[config.mk]
export PLATFORM = sky130hd
export DESIGN_NAME = tcp_buf_ring_ctrl_flat
export DESIGN_NICKNAME = d
export VERILOG_FILES = /design/src/rtl/tcp_buf_ring_ctrl_if.sv /design/src/rtl/tcp_buf_ring_ctrl.sv /design/src/flat_wrapper.sv
export SDC_FILE = /design/constraint.sdc
export NUM_CORES = 2
export LEC_CHECK = 0
export ABC_AREA = 1
export BUFFER_PORTS_ARGS = -buffer_cell sky130_fd_sc_hd__buf_2
export CAP_MARGIN = 20
export CORE_ASPECT_RATIO = 2
export CORE_MARGIN = 8
export CORE_UTILIZATION = 51
export DETAILED_ROUTE_END_ITERATION = 10
export PLACE_DENSITY = 0.71
export SYNTH_ARGS = -nofsm -noshare
export SYNTH_HDL_FRONTEND = slang
export SYNTH_SLANG_ARGS = --single-unit
[constraint.sdc]
create_clock -name clk -period 9.1 [get_ports clk]
set_input_delay 2.73 -clock clk [delete_from_list [all_inputs] [get_ports clk]]
set_output_delay 2.73 -clock clk [all_outputs]
set_load 0.05 [all_outputs]
[src/rtl/tcp_buf_ring_ctrl_if.sv]
`default_nettype none
// ============================================================================
//  Module      : tcp_buf_ring_ctrl_if
//  Description : Bundle of the producer post, application request/response
//                and head-adjust handshakes of the TCP buffer ring controller.
//                Descriptor layouts (MSB first):
//                  tcp_buf          = {ptr[15:0], len[15:0]}  (TCP_BUF_W bits)
//                  tcp_buf_with_idx = {tcp_buf, idx[3:0]}
//                  tcp_buf_update   = {prev_buf (tcp_buf_with_idx),
//                                      bufs_consumed[3:0],
//                                      leftover_bytes_consumed[15:0]}
//  Revision    : 1.0 - initial release
// ============================================================================
interface tcp_buf_ring_ctrl_if #(
   parameter int FLOWID_W  = 3,
   parameter int TCP_BUF_W = 32
);
   localparam int IDX_W              = 4;
   localparam int TCP_BUF_WITH_IDX_W = TCP_BUF_W + IDX_W;
   localparam int TCP_BUF_UPDATE_W   = TCP_BUF_WITH_IDX_W + 4 + 16;

   logic                          post_val;
   logic                          post_rdy;
   logic [FLOWID_W-1:0]           post_flowid;
   logic [TCP_BUF_W-1:0]          post_buf;

   logic                          req_val;
   logic                          req_rdy;
   logic [FLOWID_W-1:0]           req_flowid;

   logic                          resp_val;
   logic                          resp_rdy;
   logic [FLOWID_W-1:0]           resp_flowid;
   logic [TCP_BUF_WITH_IDX_W-1:0] resp_buf;
   logic                          resp_empty;

   logic                          adj_val;
   logic                          adj_rdy;
   logic [FLOWID_W-1:0]           adj_flowid;
   logic [TCP_BUF_UPDATE_W-1:0]   adj_update;
   logic                          adj_err;

   // Requester side: producer, application and consumer logic
   modport master (
      output post_val, post_flowid, post_buf,
      input  post_rdy,
      output req_val, req_flowid,
      input  req_rdy,
      input  resp_val, resp_flowid, resp_buf, resp_empty,
      output resp_rdy,
      output adj_val, adj_flowid, adj_update,
      input  adj_rdy, adj_err
   );

   // Ring controller side
   modport slave (
      input  post_val, post_flowid, post_buf,
      output post_rdy,
      input  req_val, req_flowid,
      output req_rdy,
      output resp_val, resp_flowid, resp_buf, resp_empty,
      input  resp_rdy,
      input  adj_val, adj_flowid, adj_update,
      output adj_rdy, adj_err
   );
endinterface
`default_nettype wire

[src/rtl/tcp_buf_ring_ctrl.sv]
`default_nettype none
// ============================================================================
//  Module      : tcp_buf_ring_ctrl
//  Description : Per-flow ring of receive buffer descriptors. Producers append
//                descriptors at the tail, the application reads the descriptor
//                at the head, and the consumer retires it by adjusting the
//                head. One of post/req/adj is served per cycle, round-robin.
//  Revision    : 1.0 - initial release
// ============================================================================
module tcp_buf_ring_ctrl #(
   parameter int FLOWID_W   = 3,
   parameter int RING_DEPTH = 8,
   parameter int TCP_BUF_W  = 32
) (
   input  wire logic             clk,
   input  wire logic             rst,
   tcp_buf_ring_ctrl_if.slave    bus
);
   localparam int NUM_FLOWS          = 2 ** FLOWID_W;
   localparam int SLOT_W             = $clog2(RING_DEPTH);
   localparam int IDX_W              = SLOT_W + 1;
   localparam int TCP_BUF_WITH_IDX_W = TCP_BUF_W + IDX_W;

   // Field positions inside tcp_buf_update
   localparam int LEFT_LSB  = 0;
   localparam int CNT_LSB   = 16;
   localparam int PIDX_LSB  = 20;
   localparam int PBUF_LSB  = PIDX_LSB + IDX_W;
   localparam int UPD_MSB   = PBUF_LSB + TCP_BUF_W - 1;

   // Round-robin pointer encodings: who gets first look next cycle
   localparam logic [1:0] c_PTR_POST = 2'd0;
   localparam logic [1:0] c_PTR_REQ  = 2'd1;
   localparam logic [1:0] c_PTR_ADJ  = 2'd2;

   typedef enum logic [0:0] {
      S_IDLE      = 1'b0,
      S_RESP_WAIT = 1'b1
   } state_t;

   // ---------------------------------------------------------------------
   // Storage
   // ---------------------------------------------------------------------
   logic [IDX_W-1:0]     r_head [NUM_FLOWS];
   logic [IDX_W-1:0]     r_tail [NUM_FLOWS];
   logic [TCP_BUF_W-1:0] r_ram  [NUM_FLOWS*RING_DEPTH];

   logic [1:0]                    r_rr_ptr;
   state_t                        r_state;
   logic                          r_resp_val;
   logic [FLOWID_W-1:0]           r_resp_flowid;
   logic [TCP_BUF_WITH_IDX_W-1:0] r_resp_buf;
   logic                          r_resp_empty;
   logic                          r_adj_err;

   // ---------------------------------------------------------------------
   // Per-source ring status
   // ---------------------------------------------------------------------
   logic [IDX_W-1:0]     w_post_head, w_post_tail;
   logic [IDX_W-1:0]     w_req_head,  w_req_tail;
   logic [IDX_W-1:0]     w_adj_head,  w_adj_tail;
   logic                 w_post_full, w_req_empty, w_adj_empty;
   logic [TCP_BUF_W-1:0] w_req_desc;
   logic [15:0]          w_adj_left;
   logic [3:0]           w_adj_cnt;
   logic [IDX_W-1:0]     w_adj_pidx;
   logic                 w_adj_ok;
   logic                 w_unused_prev_desc;

   assign w_post_head = r_head[bus.post_flowid];
   assign w_post_tail = r_tail[bus.post_flowid];
   assign w_req_head  = r_head[bus.req_flowid];
   assign w_req_tail  = r_tail[bus.req_flowid];
   assign w_adj_head  = r_head[bus.adj_flowid];
   assign w_adj_tail  = r_tail[bus.adj_flowid];

   // Full when the slot bits match but the wrap bits differ
   assign w_post_full = (w_post_head[IDX_W-1] != w_post_tail[IDX_W-1]) &&
                        (w_post_head[SLOT_W-1:0] == w_post_tail[SLOT_W-1:0]);
   assign w_req_empty = (w_req_head == w_req_tail);
   assign w_adj_empty = (w_adj_head == w_adj_tail);

   assign w_req_desc  = r_ram[{bus.req_flowid, w_req_head[SLOT_W-1:0]}];

   assign w_adj_left  = bus.adj_update[LEFT_LSB +: 16];
   assign w_adj_cnt   = bus.adj_update[CNT_LSB  +: 4];
   assign w_adj_pidx  = bus.adj_update[PIDX_LSB +: IDX_W];
   // Only the index of prev_buf matters for retiring the head descriptor
   assign w_unused_prev_desc = ^bus.adj_update[UPD_MSB:PBUF_LSB];

   assign w_adj_ok = (w_adj_cnt == 4'd1) && (w_adj_left == 16'd0) &&
                     !w_adj_empty && (w_adj_pidx == w_adj_head);

   // ---------------------------------------------------------------------
   // Arbitration: bit0 = post, bit1 = req, bit2 = adj
   // ---------------------------------------------------------------------
   logic [2:0] w_cand;
   logic [2:0] w_gnt;

   assign w_cand = {bus.adj_val, bus.req_val && (r_state == S_IDLE), bus.post_val};

   // Round-robin pick starting at the pointer; nothing granted in reset
   always_comb begin
      w_gnt = 3'b000;
      if (!rst) begin
         case (r_rr_ptr)
            c_PTR_REQ: begin
               if      (w_cand[1]) w_gnt = 3'b010;
               else if (w_cand[2]) w_gnt = 3'b100;
               else if (w_cand[0]) w_gnt = 3'b001;
            end
            c_PTR_ADJ: begin
               if      (w_cand[2]) w_gnt = 3'b100;
               else if (w_cand[0]) w_gnt = 3'b001;
               else if (w_cand[1]) w_gnt = 3'b010;
            end
            default: begin
               if      (w_cand[0]) w_gnt = 3'b001;
               else if (w_cand[1]) w_gnt = 3'b010;
               else if (w_cand[2]) w_gnt = 3'b100;
            end
         endcase
      end
   end

   assign bus.post_rdy    = w_gnt[0];
   assign bus.req_rdy     = w_gnt[1];
   assign bus.adj_rdy     = w_gnt[2];
   assign bus.resp_val    = r_resp_val;
   assign bus.resp_flowid = r_resp_flowid;
   assign bus.resp_buf    = r_resp_buf;
   assign bus.resp_empty  = r_resp_empty;
   assign bus.adj_err     = r_adj_err;

   // Descriptor RAM write on an accepted post (contents survive reset)
   always_ff @(posedge clk) begin
      if (w_gnt[0] && !w_post_full) begin
         r_ram[{bus.post_flowid, w_post_tail[SLOT_W-1:0]}] <= bus.post_buf;
      end
   end

   // Ring indices, round-robin pointer and the reject pulse
   always_ff @(posedge clk) begin
      if (rst) begin
         for (int f = 0; f < NUM_FLOWS; f++) begin
            r_head[f] <= '0;
            r_tail[f] <= '0;
         end
         r_rr_ptr  <= c_PTR_POST;
         r_adj_err <= 1'b0;
      end else begin
         r_adj_err <= (w_gnt[0] && w_post_full) || (w_gnt[2] && !w_adj_ok);
         if (w_gnt[0] && !w_post_full) begin
            r_tail[bus.post_flowid] <= w_post_tail + IDX_W'(1);
         end
         if (w_gnt[2] && w_adj_ok) begin
            r_head[bus.adj_flowid] <= w_adj_head + IDX_W'(1);
         end
         if (w_gnt[0])      r_rr_ptr <= c_PTR_REQ;
         else if (w_gnt[1]) r_rr_ptr <= c_PTR_ADJ;
         else if (w_gnt[2]) r_rr_ptr <= c_PTR_POST;
      end
   end

   // Request FSM: capture the head descriptor, hold it until accepted
   always_ff @(posedge clk) begin
      if (rst) begin
         r_state       <= S_IDLE;
         r_resp_val    <= 1'b0;
         r_resp_flowid <= '0;
         r_resp_buf    <= '0;
         r_resp_empty  <= 1'b0;
      end else begin
         case (r_state)
            S_IDLE: begin
               if (w_gnt[1]) begin
                  r_state       <= S_RESP_WAIT;
                  r_resp_val    <= 1'b1;
                  r_resp_flowid <= bus.req_flowid;
                  if (w_req_empty) begin
                     r_resp_buf   <= '0;
                     r_resp_empty <= 1'b1;
                  end else begin
                     r_resp_buf   <= {w_req_desc, w_req_head};
                     r_resp_empty <= 1'b0;
                  end
               end
            end
            S_RESP_WAIT: begin
               if (r_resp_val && bus.resp_rdy) begin
                  r_state    <= S_IDLE;
                  r_resp_val <= 1'b0;
               end
            end
            default: r_state <= S_IDLE;
         endcase
      end
   end
endmodule
`default_nettype wire

[src/flat_wrapper.sv]
// flat-port wrapper written by rule: the top's interface ports become plain ports
module tcp_buf_ring_ctrl_flat 
#(
   parameter int FLOWID_W   = 3,
   parameter int RING_DEPTH = 8,
   parameter int TCP_BUF_W  = 32
)
  (clk, rst, bus_post_val, bus_post_flowid, bus_post_buf, bus_post_rdy, bus_req_val, bus_req_flowid, bus_req_rdy, bus_resp_val, bus_resp_flowid, bus_resp_buf, bus_resp_empty, bus_resp_rdy, bus_adj_val, bus_adj_flowid, bus_adj_update, bus_adj_rdy, bus_adj_err);
  tcp_buf_ring_ctrl_if #(.FLOWID_W(FLOWID_W), .TCP_BUF_W(TCP_BUF_W)) bus_i ();
  input  wire logic clk;
  input  wire logic rst;
  input wire logic [$bits(bus_i.post_val)-1:0] bus_post_val;
  input wire logic [$bits(bus_i.post_flowid)-1:0] bus_post_flowid;
  input wire logic [$bits(bus_i.post_buf)-1:0] bus_post_buf;
  output wire logic [$bits(bus_i.post_rdy)-1:0] bus_post_rdy;
  input wire logic [$bits(bus_i.req_val)-1:0] bus_req_val;
  input wire logic [$bits(bus_i.req_flowid)-1:0] bus_req_flowid;
  output wire logic [$bits(bus_i.req_rdy)-1:0] bus_req_rdy;
  output wire logic [$bits(bus_i.resp_val)-1:0] bus_resp_val;
  output wire logic [$bits(bus_i.resp_flowid)-1:0] bus_resp_flowid;
  output wire logic [$bits(bus_i.resp_buf)-1:0] bus_resp_buf;
  output wire logic [$bits(bus_i.resp_empty)-1:0] bus_resp_empty;
  input wire logic [$bits(bus_i.resp_rdy)-1:0] bus_resp_rdy;
  input wire logic [$bits(bus_i.adj_val)-1:0] bus_adj_val;
  input wire logic [$bits(bus_i.adj_flowid)-1:0] bus_adj_flowid;
  input wire logic [$bits(bus_i.adj_update)-1:0] bus_adj_update;
  output wire logic [$bits(bus_i.adj_rdy)-1:0] bus_adj_rdy;
  output wire logic [$bits(bus_i.adj_err)-1:0] bus_adj_err;
  assign bus_i.post_val = bus_post_val;
  assign bus_i.post_flowid = bus_post_flowid;
  assign bus_i.post_buf = bus_post_buf;
  assign bus_post_rdy = bus_i.post_rdy;
  assign bus_i.req_val = bus_req_val;
  assign bus_i.req_flowid = bus_req_flowid;
  assign bus_req_rdy = bus_i.req_rdy;
  assign bus_resp_val = bus_i.resp_val;
  assign bus_resp_flowid = bus_i.resp_flowid;
  assign bus_resp_buf = bus_i.resp_buf;
  assign bus_resp_empty = bus_i.resp_empty;
  assign bus_i.resp_rdy = bus_resp_rdy;
  assign bus_i.adj_val = bus_adj_val;
  assign bus_i.adj_flowid = bus_adj_flowid;
  assign bus_i.adj_update = bus_adj_update;
  assign bus_adj_rdy = bus_i.adj_rdy;
  assign bus_adj_err = bus_i.adj_err;
  tcp_buf_ring_ctrl #(.FLOWID_W(FLOWID_W), .RING_DEPTH(RING_DEPTH), .TCP_BUF_W(TCP_BUF_W)) u_core (.clk(clk), .rst(rst), .bus(bus_i));
endmodule
==> flow_summary.json <==
{
  "worst_slack_ps": 2180,
  "placed_area_um2": 92200,
  "syn_to_final_growth_pct": 10.8,
  "nFillCells": 13700,
  "cp-end-kind": "primary output",
  "tns_ps": 0,
  "start_util_pct": 51.1,
  "antenna_found_initial": 12,
  "nNetsFinal": 7487,
  "hpwl_mm": 134,
  "clockBufferDepth": 3,
  "criticalPathCategory": "in2out",
  "slowest_stage": "inv_1",
  "critPathBufInv": 5,
  "slew_headroom_pct": 24.0,
  "slew_violations": 0,
  "hold_viol_final": 0,
  "postCtsHoldBufs": 0,
  "synthFlopType": "edfxtp_1",
  "clkSlewWorstSetupHoldPaths_ps": 60,
  "cts_tree": "built",
  "crit_required_ps": 6370,
  "via_per_inst": 6.28,
  "syn_area_per_cell_um2": 11.9,
  "period_share_pct": 76.0,
  "setup_viol": 0,
  "seq_area_um2": 64300,
  "status": "completed",
  "worstPathArrival_ps": 4190,
  "place_ws_ps": 1870,
  "multi_input_area_um2": 22300,
  "die_h_um": 607,
  "power_density_nw_per_um2": 216,
  "synth-async-reset-ratio_pct": 0,
  "io_buffers": 115,
  "postRouteAntennaNets": 0,
  "grt_max_degree": 187,
  "crit_family": "buffers and inverters",
  "maxCapViolations": 0,
  "fmax_mhz": 145,
  "ys_seq_area_share_pct": 72.3,
  "netlist_area_um2": 89000,
  "r2r_cells": 10,
  "grt-ovfl-total": 0,
  "ys_ff_latch": 2157,
  "postCtsResizedCells": 0,
  "ys_types": 43,
  "cts-root-buf": "clkbuf_16",
  "worstPathCellList": "buf_2, buf_4, inv_1, nand3_1, inv_1, buf_2",
  "die_w_um": 311,
  "worst_pin_slew_ps": 1140,
  "grt_pass1_wl_mm": 374,
  "clkSinkCount": 2157,
  "core_area_um2": 174000,
  "p_leak_uw": 0.0339,
  "drcViolationCount": 0,
  "initialDrtViolationCount": 8555,
  "syn_nets": 7569,
  "cp-start-kind": "primary input",
  "final_area_um2": 98600,
  "die_area_um2": 189000,
  "cp.depth": 6,
  "drt-total-wl_mm": 258,
  "drtPass1Iterations": 6,
  "drive_above_1_share_pct": 9.25,
  "fin_crit_ps": 6920,
  "htreeDepth": 4,
  "syn_inst": 7462,
  "place.gp.congestion": 0.943,
  "vias": 61800,
  "worstPathMaxFanout": 42,
  "clock_latency_ps": 840,
  "slowest_delay_ps": 440,
  "cts_setup_buffers": 0,
  "hold_path_class": "reg2reg",
  "grt_setup_unrepaired": "false",
  "avgRoutedWirePerCell_um": 26.2,
  "first_global_vias": 58300,
  "cts_buffers": 183,
  "track_usage_pct": 26.2,
  "row_count": 217,
  "fin_skew_ps": 38.0,
  "ios": 148,
  "synth_edf_count": 2112,
  "hold_depth": 2,
  "peakVddDrop_uv": 239,
  "synth_warnings": 0
}
-- worst reg2reg max path, cell delays in order (launching register included) --
cell	delay (ps)
edfxtp_1	420
inv_1	90
o22ai_1	80
a221oi_1	290
nand2_1	240
inv_1	120
nand2_1	450
inv_1	210
nand2_1	520
nor2_4	1090
buf_4	470
-- area by class of cell --
cell class	count	share of cell area, %
Sequential cell	2157	65.2
Multi-Input combinational cell	4630	22.6
Clock buffer	228	5.04
Tap cell	2299	2.92
Timing Repair Buffer	299	2.56
Clock inverter	109	1.20
Inverter	109	0.443
Antenna cell	7	0.0178
-- cell usage after synthesis, types with 2 or more instances --
| master | n | area share [%] |
|---|---|---|
| o21ai_0 | 37 | 0.21 |
| o22ai_1 | 37 | 0.26 |
| inv_1 | 88 | 0.37 |
| buf_1 | 84 | 0.35 |
| nand2_2 | 5 | 0.035 |
| o211ai_1 | 4 | 0.034 |
| edfxtp_1 | 2112 | 71 |
| nand3_2 | 7 | 0.079 |
| a22oi_1 | 7 | 0.059 |
| a211oi_1 | 2 | 0.017 |
| nand4_1 | 11 | 0.077 |
| nor2_1 | 154 | 0.65 |
| nand3_1 | 2883 | 16 |
| nor4_1 | 4 | 0.028 |
| o21ai_1 | 2 | 0.011 |
| buf_2 | 258 | 1.5 |
| o2111ai_1 | 3 | 0.030 |
| xor2_1 | 10 | 0.098 |
| nand4_2 | 10 | 0.14 |
| o21ai_2 | 2 | 0.020 |
| buf_4 | 21 | 0.18 |
| nor3_4 | 2 | 0.037 |
| a21oi_1 | 63 | 0.35 |
| ha_1 | 4 | 0.056 |
| inv_2 | 19 | 0.080 |
| clkbuf_1 | 202 | 0.85 |
| a221oi_1 | 3 | 0.030 |
| xnor2_1 | 5 | 0.049 |
| nand2_1 | 1356 | 5.7 |
| nand2_4 | 9 | 0.11 |
| dfxtp_1 | 45 | 1.0 |
| nor3_1 | 2 | 0.011 |
-- where the power goes --
part | internal (uW) | total (uW) | switching [uW]
combinational | 575 | 2290 | 1710
clock | 4560 | 8080 | 3520
sequential | 11000 | 11000 | 25.3
total | 16100 | 21300 | 5260
-- flip-flops by register name, summed over array words and instances, names as in the netlist --
| register | flops |
|---|---|
| u_core.r_ram | 2048 |
| u_core.bus.resp_buf | 36 |
| u_core.r_head | 32 |
| u_core.r_tail | 32 |
| u_core.bus.resp_flowid | 3 |
| u_core.r_rr_ptr | 2 |
| u_core.bus.adj_err | 1 |
| u_core.bus.resp_empty | 1 |
| u_core.bus.resp_val | 1 |
| u_core.r_state | 1 |
-- metal layers --
layer  vias to the layer above  global-route usage [%]  share of wire, %
li1                      27100                       -                 -
met1                     29900                    34.0                36
met2                      4050                    42.2                48
met3                       651                    4.85                11
met4                        14                    13.9               5.3
met5                         -                       0             0.032
-- cells in the final DEF (no fill, tap or decap), drive strengths merged, types with 21 or more instances in the layout --
| cell | count |
|---|---|
| a21oi | 63 |
| nand4 | 21 |
| nand2 | 1370 |
| nor2 | 154 |
| o22ai | 37 |
| clkbuf | 229 |
| inv | 115 |
| buf | 298 |
| edfxtp | 2112 |
| clkinv | 72 |
| bufinv | 24 |
| nand3 | 2890 |
| o21ai | 41 |
| dfxtp | 45 |
-- per-stage QoR --
step / util, % / hold slack, ps / std cells / total power [uW]
final: 56.7 / 470 / 9838 / 21300
after global routing: 56.7 / 497 / 9832 / 21900
after CTS: 56.5 / 468 / 9820 / 21300
after detailed placement: 53.0 / 457 / 9483 / 13400
after global placement: 52.9 / 449 / 9479 / 13400
after floorplan: - / 452 / 7462 / 12600
-- final timing paths --
kind,startpoint,end,slack [ps]
setup / recovery,rst,bus_adj_rdy,2180
hold / removal,u_core.bus.resp_buf[9],u_core.bus.resp_buf[9],470
setup reg to reg,u_core.r_tail[3][2],u_core.r_ram[3][0],4760
hold reg to reg,u_core.bus.resp_buf[9],u_core.bus.resp_buf[9],470
-- kinds of logic after synthesis --
kind of cell	share of synthesized area (%)
AO/OA/AOI/OAI	1.08
XOR/XNOR	0.166
adder cells (fa/ha/maj)	0.0562
buffers and inverters	3.31
flip-flops	72.3
AND/OR/NAND/NOR	23.1
Power figures use the tool's default switching activity.
